<file path="src/rtl/cola_pkg.sv">
// ---------------------------------------------------------------------------
// cola_pkg
//
// Shared definitions for the cola vending machine coin path.
//   - state_t : payout FSM state encoding (ST_IDLE .. ST_FIN)
//   - CENT_1, CENT_5 : coin values in cents, also used by the coin-in FSM
//   - isBusy() : true for every state other than ST_IDLE
// ---------------------------------------------------------------------------
package cola_pkg;

    localparam int CENT_1 = 1;
    localparam int CENT_5 = 5;

    typedef enum logic [2:0] {
        ST_IDLE  = 3'd0,
        ST_SEL   = 3'd1,
        ST_PULSE = 3'd2,
        ST_GAP   = 3'd3,
        ST_FIN   = 3'd4
    } state_t;

    function automatic logic isBusy(input state_t s);
        return (s != ST_IDLE);
    endfunction

endpackage

</file>
<file path="src/rtl/cola_pulse_timer.sv">
// ---------------------------------------------------------------------------
// cola_pulse_timer
//
// 4-bit down-counter that times both the eject pulse and the gap after it.
//
// Ports:
//   clk_i      : clock
//   rst_i      : asynchronous active-high reset, clears the count
//   load_i     : load strobe, takes priority over counting
//   load_val_i : value loaded when load_i is high
//   expired_o  : high while the count is zero
// ---------------------------------------------------------------------------
module cola_pulse_timer (
    input  logic       clk_i,
    input  logic       rst_i,
    input  logic       load_i,
    input  logic [3:0] load_val_i,
    output logic       expired_o
);

    logic [3:0] cnt_q;

    // The count parks at zero so an unloaded timer reads as expired.
    always_ff @(posedge clk_i or posedge rst_i) begin
        if (rst_i) begin
            cnt_q <= 4'd0;
        end else if (load_i) begin
            cnt_q <= load_val_i;
        end else if (cnt_q != 4'd0) begin
            cnt_q <= cnt_q - 4'd1;
        end
    end

    assign expired_o = (cnt_q == 4'd0);

endmodule

</file>
<file path="src/rtl/cola_change_out.sv">
// ---------------------------------------------------------------------------
// cola_change_out
//
// Change-return dispenser. A one-cycle refund request with an amount in
// cents is paid out as fixed-width eject pulses, 5-cent coins first and
// 1-cent coins when the 5-cent tube is empty or the remainder is too small.
// A one-cycle DONE strobe ends every accepted request.
//
// Ports:
//   CLK      : clock
//   RST      : asynchronous active-high reset, abandons any refund
//   REQ      : refund request, only honoured while idle
//   AMT      : refund amount in cents, valid with REQ
//   EMPTY5   : 5-cent tube empty, looked at once per coin
//   COIN5OUT : 5-cent eject pulse
//   COIN1OUT : 1-cent eject pulse
//   BUSY     : high whenever a refund is in progress
//   DONE     : one-cycle completion strobe
// ---------------------------------------------------------------------------
module cola_change_out
    import cola_pkg::*;
#(
    parameter int AMT_W     = 4,
    parameter int PULSE_LEN = 2,
    parameter int GAP_LEN   = 2,
    parameter int BIG_COIN  = CENT_5
) (
    input  logic             CLK,
    input  logic             RST,
    input  logic             REQ,
    input  logic [AMT_W-1:0] AMT,
    input  logic             EMPTY5,
    output logic             COIN5OUT,
    output logic             COIN1OUT,
    output logic             BUSY,
    output logic             DONE
);

    localparam logic [AMT_W-1:0] BIG_V      = AMT_W'(BIG_COIN);
    localparam logic [AMT_W-1:0] SMALL_V    = AMT_W'(CENT_1);
    localparam logic [3:0]       PULSE_LOAD = 4'(PULSE_LEN - 1);
    localparam logic [3:0]       GAP_LOAD   = 4'(GAP_LEN - 1);

    state_t           state_q, state_d;
    logic [AMT_W-1:0] rem_q, rem_d;
    logic             coinSel_q, coinSel_d;
    logic             tmrLoad;
    logic [3:0]       tmrLoadVal;
    logic             tmrExpired;
    logic             coin5_q, coin1_q, busy_q, done_q;

    cola_pulse_timer u_timer (
        .clk_i      (CLK),
        .rst_i      (RST),
        .load_i     (tmrLoad),
        .load_val_i (tmrLoadVal),
        .expired_o  (tmrExpired)
    );

    // Next-state logic. The timer is loaded on the way into each timed
    // phase so that its first cycle in PULSE or GAP already holds LEN-1.
    always_comb begin
        state_d    = state_q;
        rem_d      = rem_q;
        coinSel_d  = coinSel_q;
        tmrLoad    = 1'b0;
        tmrLoadVal = 4'd0;
        case (state_q)
            ST_IDLE: begin
                if (REQ) begin
                    if (AMT != '0) begin
                        rem_d   = AMT;
                        state_d = ST_SEL;
                    end else begin
                        state_d = ST_FIN;
                    end
                end
            end
            ST_SEL: begin
                // The coin chosen here never exceeds the remainder, so
                // the subtraction cannot wrap.
                if ((rem_q >= BIG_V) && !EMPTY5) begin
                    coinSel_d = 1'b1;
                    rem_d     = rem_q - BIG_V;
                end else begin
                    coinSel_d = 1'b0;
                    rem_d     = rem_q - SMALL_V;
                end
                tmrLoad    = 1'b1;
                tmrLoadVal = PULSE_LOAD;
                state_d    = ST_PULSE;
            end
            ST_PULSE: begin
                if (tmrExpired) begin
                    tmrLoad    = 1'b1;
                    tmrLoadVal = GAP_LOAD;
                    state_d    = ST_GAP;
                end
            end
            ST_GAP: begin
                if (tmrExpired) begin
                    state_d = (rem_q == '0) ? ST_FIN : ST_SEL;
                end
            end
            ST_FIN: begin
                state_d = ST_IDLE;
            end
            default: begin
                state_d = ST_IDLE;
            end
        endcase
    end

    // Outputs are registered from the next state, so each one equals a
    // decode of the current registered state and no input reaches a pin
    // combinationally. Reset clears them at once.
    always_ff @(posedge CLK or posedge RST) begin
        if (RST) begin
            state_q   <= ST_IDLE;
            rem_q     <= '0;
            coinSel_q <= 1'b0;
            coin5_q   <= 1'b0;
            coin1_q   <= 1'b0;
            busy_q    <= 1'b0;
            done_q    <= 1'b0;
        end else begin
            state_q   <= state_d;
            rem_q     <= rem_d;
            coinSel_q <= coinSel_d;
            coin5_q   <= (state_d == ST_PULSE) && coinSel_d;
            coin1_q   <= (state_d == ST_PULSE) && !coinSel_d;
            busy_q    <= isBusy(state_d);
            done_q    <= (state_d == ST_FIN);
        end
    end

    assign COIN5OUT = coin5_q;
    assign COIN1OUT = coin1_q;
    assign BUSY     = busy_q;
    assign DONE     = done_q;

endmodule

</file>
<file path="config.mk">
export PLATFORM = sky130hd
export DESIGN_NAME = cola_change_out
export DESIGN_NICKNAME = d
export VERILOG_FILES = /design/src/rtl/cola_pkg.sv /design/src/rtl/cola_pulse_timer.sv /design/src/rtl/cola_change_out.sv
export SDC_FILE = /design/constraint.sdc
export NUM_CORES = 1
export LEC_CHECK = 0
export BUFFER_PORTS_ARGS = -buffer_cell sky130_fd_sc_hd__buf_2
export CORE_AREA = 2 2 47 49
export CTS_BUF_LIST = sky130_fd_sc_hd__clkbuf_16
export CTS_CLUSTER_SIZE = 25
export DETAILED_ROUTE_END_ITERATION = 10
export DIE_AREA = 0 0 49 51
export PLACE_DENSITY = 0.68
export REMOVE_ABC_BUFFERS = 1
export SLEW_MARGIN = 20
export SYNTH_ARGS = -nofsm -noshare
export SYNTH_HDL_FRONTEND = slang
export SYNTH_HIERARCHICAL = 1
export SYNTH_SLANG_ARGS = --single-unit
</file>
<file path="constraint.sdc">
create_clock -name CLK -period 2.6 [get_ports CLK]
set_input_delay 0.52 -clock CLK [delete_from_list [all_inputs] [get_ports CLK]]
set_output_delay 0.52 -clock CLK [all_outputs]
set_load 0.05 [all_outputs]
</file>
==> run summary, run 1 <==
CTS clk-pin slew, worst paths - 0.05 ns
final clock skew - 0.000926 ns
biggest cell delay along the critical path - 0.46 ns
delay-heaviest family, CP - compound AO/OA/AOI/OAI gates
Comb power frac - 0.428
fin nets - 121
Power Dens Cells - 1220 mW/mm²
cell with the most instances after synthesis - dfrtp_1
final core occ - 0.536
Buf/Inv on CP - 1
setup TNS - 0 ns
met1 Use GR - 0.201
antenna violations before repair - 0
global placement routability congestion - 0.785
CP Class - flop to flop
Residual DRC - 0
largest family of logic cells by synthesized area - compound AO/OA/AOI/OAI gates
GRT overflow - 0
cts bufs inserted - 3
Yosys top cell by area - dfrtp_1
mapped cell area - 948 µm²
clk root buf - clkbuf_16
CTS tree - yes
Post-synth top cells - 16 x dfrtp_1, 8 x nand2_1, 7 x a21oi_1, 7 x inv_1
Final ANT Viol Nets - 0
Starting Density - 0.460
simple-gate share of the synthesized area - 0.202
reg2reg end - u_timer/cnt_q[3]
grt met2 use - 0.244
Min-Delay Path Class - input pin to async pin
Post-Synth Adder-Cell Area - 0.0396
CP startpoint kind - flop
outcome - completed
Netlist cell types - 39
Post-synth ARST share - 1.00
H-tree depth - 1
hold buffer count at CTS - 0
Internal Power - 813 µW
sw frac - 0.398
gr usage total - 0.156
die width - 49 µm
pin count of the biggest net entering global routing - 13
met3 Use GR - 0.0526
final period utilization - 0.841
Worst-Skew Late Latency - 0.25 ns
Sw Pwr - 538 µW
Iter 0 DRT Violations - 19
Port Buffer Count - 11
Area Growth Syn to Fin - 16.6%
slew of the pin with the lowest slew margin - 0.732 ns
die area - 0.00250 mm²
Reg2Reg Setup Slack - 0.41 ns
final hold violations - 0
I/O pin cnt - 12
Final Max Tran Viols - 0
# diodes - 0
WP data required - 2.73 ns
post-synthesis compound-gate area fraction - 0.224
Fmax - 457 MHz
Max FO, Critical Path - 9
critical-path cell list - inv_1, ha_1, nor3b_4, nand3b_1, a21oi_1, nor3_1, a221o_1
dominant synthesized flop cell - dfrtp_1
syn avg cell area - 9.98 µm²
Synth Register Bits - 16
crit path DAT - 2.32 ns
DR WL/cell - 12.7 µm
Site Rows - 17
Pleak - 0.476 nW
WL final - 1750 µm
xor and xnor fraction of the mapped netlist area - 0.0185
gr busiest metal - met2
Yosys warnings - 6
ranking of synthesized cells by area - dfrtp_1 42%, ha_1 4.0%, a21oi_1 3.7%, nand2_1 3.2%, nor3b_1 3.2%
vias in the first global route - 684
post-CTS setup buffer count - 0
count of flip-flops with a built-in enable after synthesis - 0
detailed placement HPWL - 1270 µm
vias per inst - 5.44
first-pass GRT wire length - 2970 µm
clk sinks - 16
Placed Instances - 133
Gate Count Post-Synth - 95
share of the synthesized area in the top cell type - 0.422
mux contribution to synthesized area - 0.0343
non-filler cells, final - 137
Worst Reg-to-Reg Cells - 7
drt pass-1 iters - 4
Die Y - 51 µm
slowest cell on the critical path - a21oi_1
Peak VDD IR - 0.716 mV
sequential area share after synthesis - 0.422
Crit. End Element - flop
vias - 745
share of cells above drive strength 1 - 0.239
r2r startpoint - u_timer/cnt_q[0]
Clock Tree Buf Depth - 2
sequential share of power - 0.345
Finish-stage setup viols - 0
fin crit period - 2.19 ns
Max Cap Viol - 0
RSZ-0062 raised after global routing - false
Resize count post-CTS - 0
clock power share - 0.227
Slew headroom - 0.511
core box area - 0.00206 mm²
==> cell usage in the layout, fill, tap and decap left out, drive strengths merged, types with 3 or more instances in the layout <==
master	count
dfrtp	16
buf	12
nand2	8
inv	7
a21oi	7
nor3b	5
o21ai	5
nor3	4
nand2b	3
ha	3
clkbuf	3
conb	3
==> area by class of cell <==
cell class,instances,area (µm²)
clock buffer,3,75.1
multi-input combinational,70,503
tap,28,35.0
sequential,16,400
timing repair buffer,12,62.6
fill,200,957
inverter,7,26.3
clock inverter,1,3.75
==> per-layer routing <==
| metal | up-vias | routed length [µm] |
|---|---|---|
| met5 | - | 0 |
| met4 | 0 | 24 |
| met3 | 3 | 95 |
| met2 | 23 | 809 |
| met1 | 345 | 816 |
| li1 | 374 | - |
==> logic make-up after synthesis <==
family          count (synthesis)
simple gates                   31
compound gates                 28
flops                          16
buf+inv                        11
fa+ha+maj                       3
mux                             3
xor+xnor                        2
other cells                     1
==> power groups by stage <==
stage / combinational, mW / clock, mW / sequential, mW
6_report: 0.578 / 0.307 / 0.466
5_1_grt: 0.652 / 0.325 / 0.484
4_1_cts: 0.582 / 0.313 / 0.466
3_5_place_dp: 0.581 / 0 / 0.468
3_3_place_gp: 0.563 / 0 / 0.467
2_1_floorplan: 0.419 / 0 / 0.509
==> sequential cells by signal, summed over array words and instances, names as in the netlist <==
register       flops
coinSel_q          1
rem_q              4
state_q            3
u_timer/cnt_q      4
COIN5OUT           1
COIN1OUT           1
BUSY               1
DONE               1
==> how the worst max path moves through the flow <==
stage	from	end	slack (ns)	cells past startpoint
6_report	u_timer/cnt_q[0]	u_timer/cnt_q[3]	0.41	7
5_1_grt	u_timer/cnt_q[0]	u_timer/cnt_q[3]	0.24	7
4_1_cts	u_timer/cnt_q[0]	u_timer/cnt_q[3]	0.42	7
3_5_place_dp	u_timer/cnt_q[0]	u_timer/cnt_q[3]	0.42	7
3_3_place_gp	u_timer/cnt_q[0]	u_timer/cnt_q[3]	0.52	7
2_1_floorplan	u_timer/cnt_q[0]	u_timer/cnt_q[3]	0.65	7
==> stage by stage <==
step	worst slack, ns	hold WS, ns	total power [mW]	cell area (µm²)
final	0.414	0.154	1.35	1110
after CTS	0.420	0.158	1.36	1110
after detailed placement	0.418	0.424	1.05	1030
after floorplan	0.653	0.286	0.928	930
after global routing	0.239	0.165	1.46	1110
after global placement	0.516	0.418	1.03	1030
(Power assumes the default switching activity.)
==> inputs of run 2 (changes only) <==
PLACE_DENSITY = 0.71   (was 0.68)
clock period = 1.9 ns   (was 2.6 ns; I/O delays follow)
==> run summary, run 2 (synthesis gave the netlist of run 1 again) <==
most common cell after layout, fill and taps aside - dfrtp_1
drt pass-1 iters - 4 (unchanged)
# fillers - 198 (-1.0%)
multi-input logic area - 515 µm² (+2.5%)
sw frac - 0.398 (about the same)
fin nets - 127 (+5.0%)
Iter 0 DRT Violations - 25 (+6)
final core occ - 0.564 (+0.0279)
Starting Density - 0.460 (unchanged)
fin crit period - 1.78 ns (-0.403 ns)
clk root buf - clkbuf_16
WL final - 2030 µm (+16%)
first-pass GRT wire length - 3460 µm (+16%)
Clock Tree Buf Depth - 2 (unchanged)
Min-Delay Path Class - input pin to async pin
outcome - completed
Finish-stage setup viols - 0 (unchanged)
H-tree depth - 1 (unchanged)
share of cells above drive strength 1 - 0.287 (+0.0484)
die area - 0.00250 mm² (unchanged)
Final Max Tran Viols - 0 (unchanged)
FF/Latch Area - 400 µm² (unchanged)
final hold violations - 0 (unchanged)
biggest registers after layout - rem_q: 4 flops, u_timer/cnt_q: 4 flops, state_q: 3 flops
cts bufs inserted - 3 (unchanged)
RSZ-0062 raised after global routing - false
Die Y - 51 µm (unchanged)
Fmax - 561 MHz (+23%)
antenna violations before repair - 0 (unchanged)
Final ANT Viol Nets - 0 (unchanged)
vias - 766 (+2.8%)
Worst-Skew Late Latency - 0.25 ns (about the same)
vias in the first global route - 752 (+9.9%)
r2r startpoint - u_timer/cnt_q[0]
die width - 49 µm (unchanged)
clk sinks - 16 (unchanged)
Residual DRC - 0 (unchanged)
# diodes - 0 (unchanged)
Internal Power - 1.19 mW (+47%)
detailed placement HPWL - 1410 µm (+11%)
CTS clk-pin slew, worst paths - 0.05 ns (about the same)
vias per inst - 5.36 (-1.5%)
pin count of the biggest net entering global routing - 13 (unchanged)
Total Power - 1.98 mW (+47%)
crit path launch - u_timer/cnt_q[0]
Area Growth Syn to Fin - 22.7%
Site Rows - 17 (unchanged)
CTS tree - yes
WP data required - 2.03 ns (-0.70 ns)
DR WL/cell - 14.2 µm (+11%)
dpl cell area - 0.00106 mm² (+2.9%)
clock power share - 0.212 (-0.015)
Max Cap Viol - 0 (unchanged)
final period utilization - 0.938 (+0.0975)
sequential share of power - 0.312 (-0.033)
CP Class - flop to flop
I/O pin cnt - 12 (unchanged)
hold buffer count at CTS - 0 (unchanged)
gr usage total - 0.191 (+0.0348)
global placement routability congestion - 0.888 (+13%)
Comb power frac - 0.476 (+0.048)
leading cell types in the layout, fill and taps excluded - 16 x dfrtp_1, 11 x buf_2, 8 x nand2_1
final clock skew - 0.00182 ns (+0.000893 ns)
Max FO, Critical Path - 7 (-2)
Sw Pwr - 790 µW (+47%)
GRT overflow - 0 (unchanged)
CP startpoint kind - flop
Final Instance Area - 0.00116 mm² (+5.2%)
Crit. End Element - flop
Port Buffer Count - 11 (unchanged)
core box area - 0.00206 mm² (unchanged)
Power Dens Cells - 1710 mW/mm² (+40%)
Peak VDD IR - 0.914 mV (+28%)
Pleak - 0.508 nW (+6.6%)
crit path DAT - 1.91 ns (-0.41 ns)
-- run 2: cell count changes in the layout (fill, tap and decap cells not counted), sizes merged --
cell  delta
buf      +6
-- run 2: critical path, stage by stage, from the launching register on --
cell and delay (ns):
dfrtp_1 0.38, inv_1 0.13, ha_4 0.16, nor3b_4 0.20, nand3b_1 0.10, a21oi_1 0.14
buf_4 0.16, nor3_1 0.05, a221o_1 0.33
-- run 2: final cells by class --
class / count / share of cell area
sequential: 16 / 0.344
timing repair buffer: 18 / 0.0925
multi-input combinational: 70 / 0.443
clock buffer: 3 / 0.0645
tap: 28 / 0.0301
inverter: 7 / 0.0226
clock inverter: 1 / 0.00323
-- run 2: what timing repair did --
item                                    4_1_cts  5_1_grt
buffers inserted                              0        2
endpoints found under the setup margin        0        3
resized for setup                             0        2
endpoints found under the hold margin         0        0
-- run 2: path summary, 6_finish.rpt --
check / cells past startpoint / end / slack [ns]
worst max-delay path: 8 / u_timer/cnt_q[3] / 0.12
worst min-delay path: 2 / u_timer/cnt_q[0] / 0.02
worst max register to register: 8 / u_timer/cnt_q[3] / 0.12
worst min register to register: 2 / coinSel_q / 0.52
max in group asynchronous: 2 / state_q[2] / 1.44
min in group CLK: 3 / rem_q[3] / 0.38
-- run 2: metrics by stage --
step	hold WS [ns]	TNS, ns	instances	setup WS [ns]
final	0.0157	0	143	0.117
after global routing	0.0301	0	143	0.00364
after CTS	0.0230	0	141	0.0912
after detailed placement	0.288	0	137	0.0926
after global placement	0.277	0	137	0.140
after floorplan	0.146	-0.0760	93	-0.0467
-- run 2: power by group through the flow --
stage | clock (mW) | combinational [mW] | sequential [mW]
2_1_floorplan | 0 | 0.573 | 0.696
3_3_place_gp | 0 | 0.841 | 0.612
3_5_place_dp | 0 | 0.876 | 0.619
4_1_cts | 0.427 | 0.882 | 0.615
5_1_grt | 0.444 | 1.05 | 0.645
6_report | 0.421 | 0.944 | 0.619
-- run 2: metal layers --
metal / routed length (µm) / up-vias / GRT usage
li1: - / 381 / -
met1: 845 / 362 / 0.227
met2: 1050 / 18 / 0.317
met3: 72 / 5 / 0.0263
met4: 64 / 0 / 0.143
met5: 0 / - / 0
==> inputs of run 3 (changes only) <==
MAX_ROUTING_LAYER = met4   (was unset)
==> run summary, run 3 (synthesis gave the netlist of run 1 again) <==
outcome - completed
Pleak - 0.508 nW (unchanged)
dpl cell area - 0.00106 mm² (unchanged)
Buf/Inv on CP - 2 (unchanged)
pre-CTS WS - 0.0926 ns (unchanged)
pin count of the biggest net entering global routing - 13 (unchanged)
critical-path cell list - inv_1, ha_4, nor3b_4, nand3b_1, a21oi_1, buf_4, nor3_1, a221o_1
vias per inst - 5.34 (-0.39%)
CTS clk-pin slew, worst paths - 0.05 ns (about the same)
Starting Density - 0.460 (unchanged)
hold buffer count at CTS - 0 (unchanged)
CP Class - flop to flop
setup TNS - 0 ns (unchanged)
clk sinks - 16 (unchanged)
drt pass-1 iters - 4 (unchanged)
Final ANT Viol Nets - 0 (unchanged)
Total Power - 1.98 mW (-0.18%)
I/O pin cnt - 12 (unchanged)
biggest cell delay along the critical path - 0.38 ns (about the same)
GRT overflow - 0 (unchanged)
fin nets - 127 (unchanged)
Final Instance Area - 0.00116 mm² (unchanged)
final hold violations - 0 (unchanged)
Worst Reg-to-Reg Cells - 8 (unchanged)
leading cell types in the layout, fill and taps excluded - 16 x dfrtp_1, 11 x buf_2, 8 x nand2_1
last element of the critical path - u_timer/cnt_q[3]
crit path DAT - 1.91 ns (about the same)
Worst-Skew Late Latency - 0.25 ns (about the same)
vias - 763 (-0.39%)
cts bufs inserted - 3 (unchanged)
Peak VDD IR - 0.913 mV (-0.15%)
die area - 0.00250 mm² (unchanged)
Min-Delay Path Class - input pin to async pin
DR WL/cell - 14.2 µm (about the same)
clk root buf - clkbuf_16
final worst setup slack - 0.121 ns (+0.00425 ns)
vias in the first global route - 750 (-0.27%)
Crit. End Element - flop
Placed Instances - 137 (unchanged)
Max Cap Viol - 0 (unchanged)
fin crit period - 1.78 ns (-0.00425 ns)
WP depth - 8 (unchanged)
first-pass GRT wire length - 3460 µm (unchanged)
WL final - 2030 µm (about the same)
global placement routability congestion - 0.902 (+1.7%)
final period utilization - 0.936 (-0.00224)
Residual DRC - 0 (unchanged)
r2r startpoint - u_timer/cnt_q[0]
H-tree depth - 1 (unchanged)
Final Max Tran Viols - 0 (unchanged)
slowest cell on the critical path - dfrtp_1
biggest registers after layout - rem_q: 4 flops, u_timer/cnt_q: 4 flops, state_q: 3 flops
final core occ - 0.564 (unchanged)
share of cells above drive strength 1 - 0.287 (unchanged)
Port Buffer Count - 11 (unchanged)
Finish-stage setup viols - 0 (unchanged)
Site Rows - 17 (unchanged)
antenna violations before repair - 0 (unchanged)
Clock Tree Buf Depth - 2 (unchanged)
final clock skew - 0.00187 ns (+0.0000500 ns)
# diodes - 0 (unchanged)
most common cell after layout, fill and taps aside - dfrtp_1
RSZ-0062 raised after global routing - false
reg2reg end - u_timer/cnt_q[3]
Die Y - 51 µm (unchanged)
die width - 49 µm (unchanged)
CTS tree - yes
Iter 0 DRT Violations - 25 (unchanged)
Fmax - 562 MHz (+0.24%)
Final Hold Slack - 0.0168 ns (+0.00109 ns)
Max FO, Critical Path - 7 (unchanged)
core box area - 0.00206 mm² (unchanged)
crit path launch - u_timer/cnt_q[0]
Area Growth Syn to Fin - 22.7% (unchanged)
CP startpoint kind - flop
detailed placement HPWL - 1410 µm (unchanged)
Power Dens Cells - 1700 mW/mm² (-0.18%)
WP data required - 2.03 ns (about the same)
delay-heaviest family, CP - compound AO/OA/AOI/OAI gates
non-filler cells, final - 143 (unchanged)
# fillers - 198 (unchanged)
Reg2Reg Setup Slack - 0.12 ns (about the same)
gr usage total - 0.196 (+0.00527)
run 3: cell counts in the layout (fill, tap and decap cells not counted):
Identical to the previous run, type by type.
run 3: how the worst min path moves through the flow:
stage / start / end / cells after the start / slack, ns
floorplan: RST / u_timer/cnt_q[0] / 1 / 0.15
global placement: RST / u_timer/cnt_q[3] / 2 / 0.28
detailed placement: RST / u_timer/cnt_q[2] / 2 / 0.29
CTS: RST / u_timer/cnt_q[3] / 2 / 0.02
global route: RST / u_timer/cnt_q[0] / 2 / 0.03
finish: RST / u_timer/cnt_q[0] / 2 / 0.02
run 3: cell type report:
| cell class | count | area [µm²] | area share |
|---|---|---|---|
| tap | 28 | 35.0 | 0.0301 |
| timing repair buffer | 18 | 108 | 0.0925 |
| inverter | 7 | 26.3 | 0.0226 |
| clock buffer | 3 | 75.1 | 0.0645 |
| sequential | 16 | 400 | 0.344 |
| clock inverter | 1 | 3.75 | 0.00323 |
| multi-input combinational | 70 | 515 | 0.443 |
run 3: power breakdown:
part	total, mW	internal (mW)	leakage (nW)	switching (mW)
sequential	0.619	0.480	0.193	0.139
clock	0.419	0.280	0.0385	0.139
combinational	0.942	0.433	0.277	0.509
total	1.98	1.19	0.508	0.787
run 3: per-layer routing:
metal | global-route usage | vias up | share of wire
li1 | - | 382 | -
met3 | 0.0263 | 5 | 0.035
met2 | 0.317 | 18 | 0.50
met1 | 0.227 | 358 | 0.43
met4 | 0.143 | 0 | 0.030
met5 | - | - | 0
run 3: timing repair:
action,4_1_cts,5_1_grt
setup endpoints to repair,0,3
setup buffers,0,2
gates resized for setup,0,2
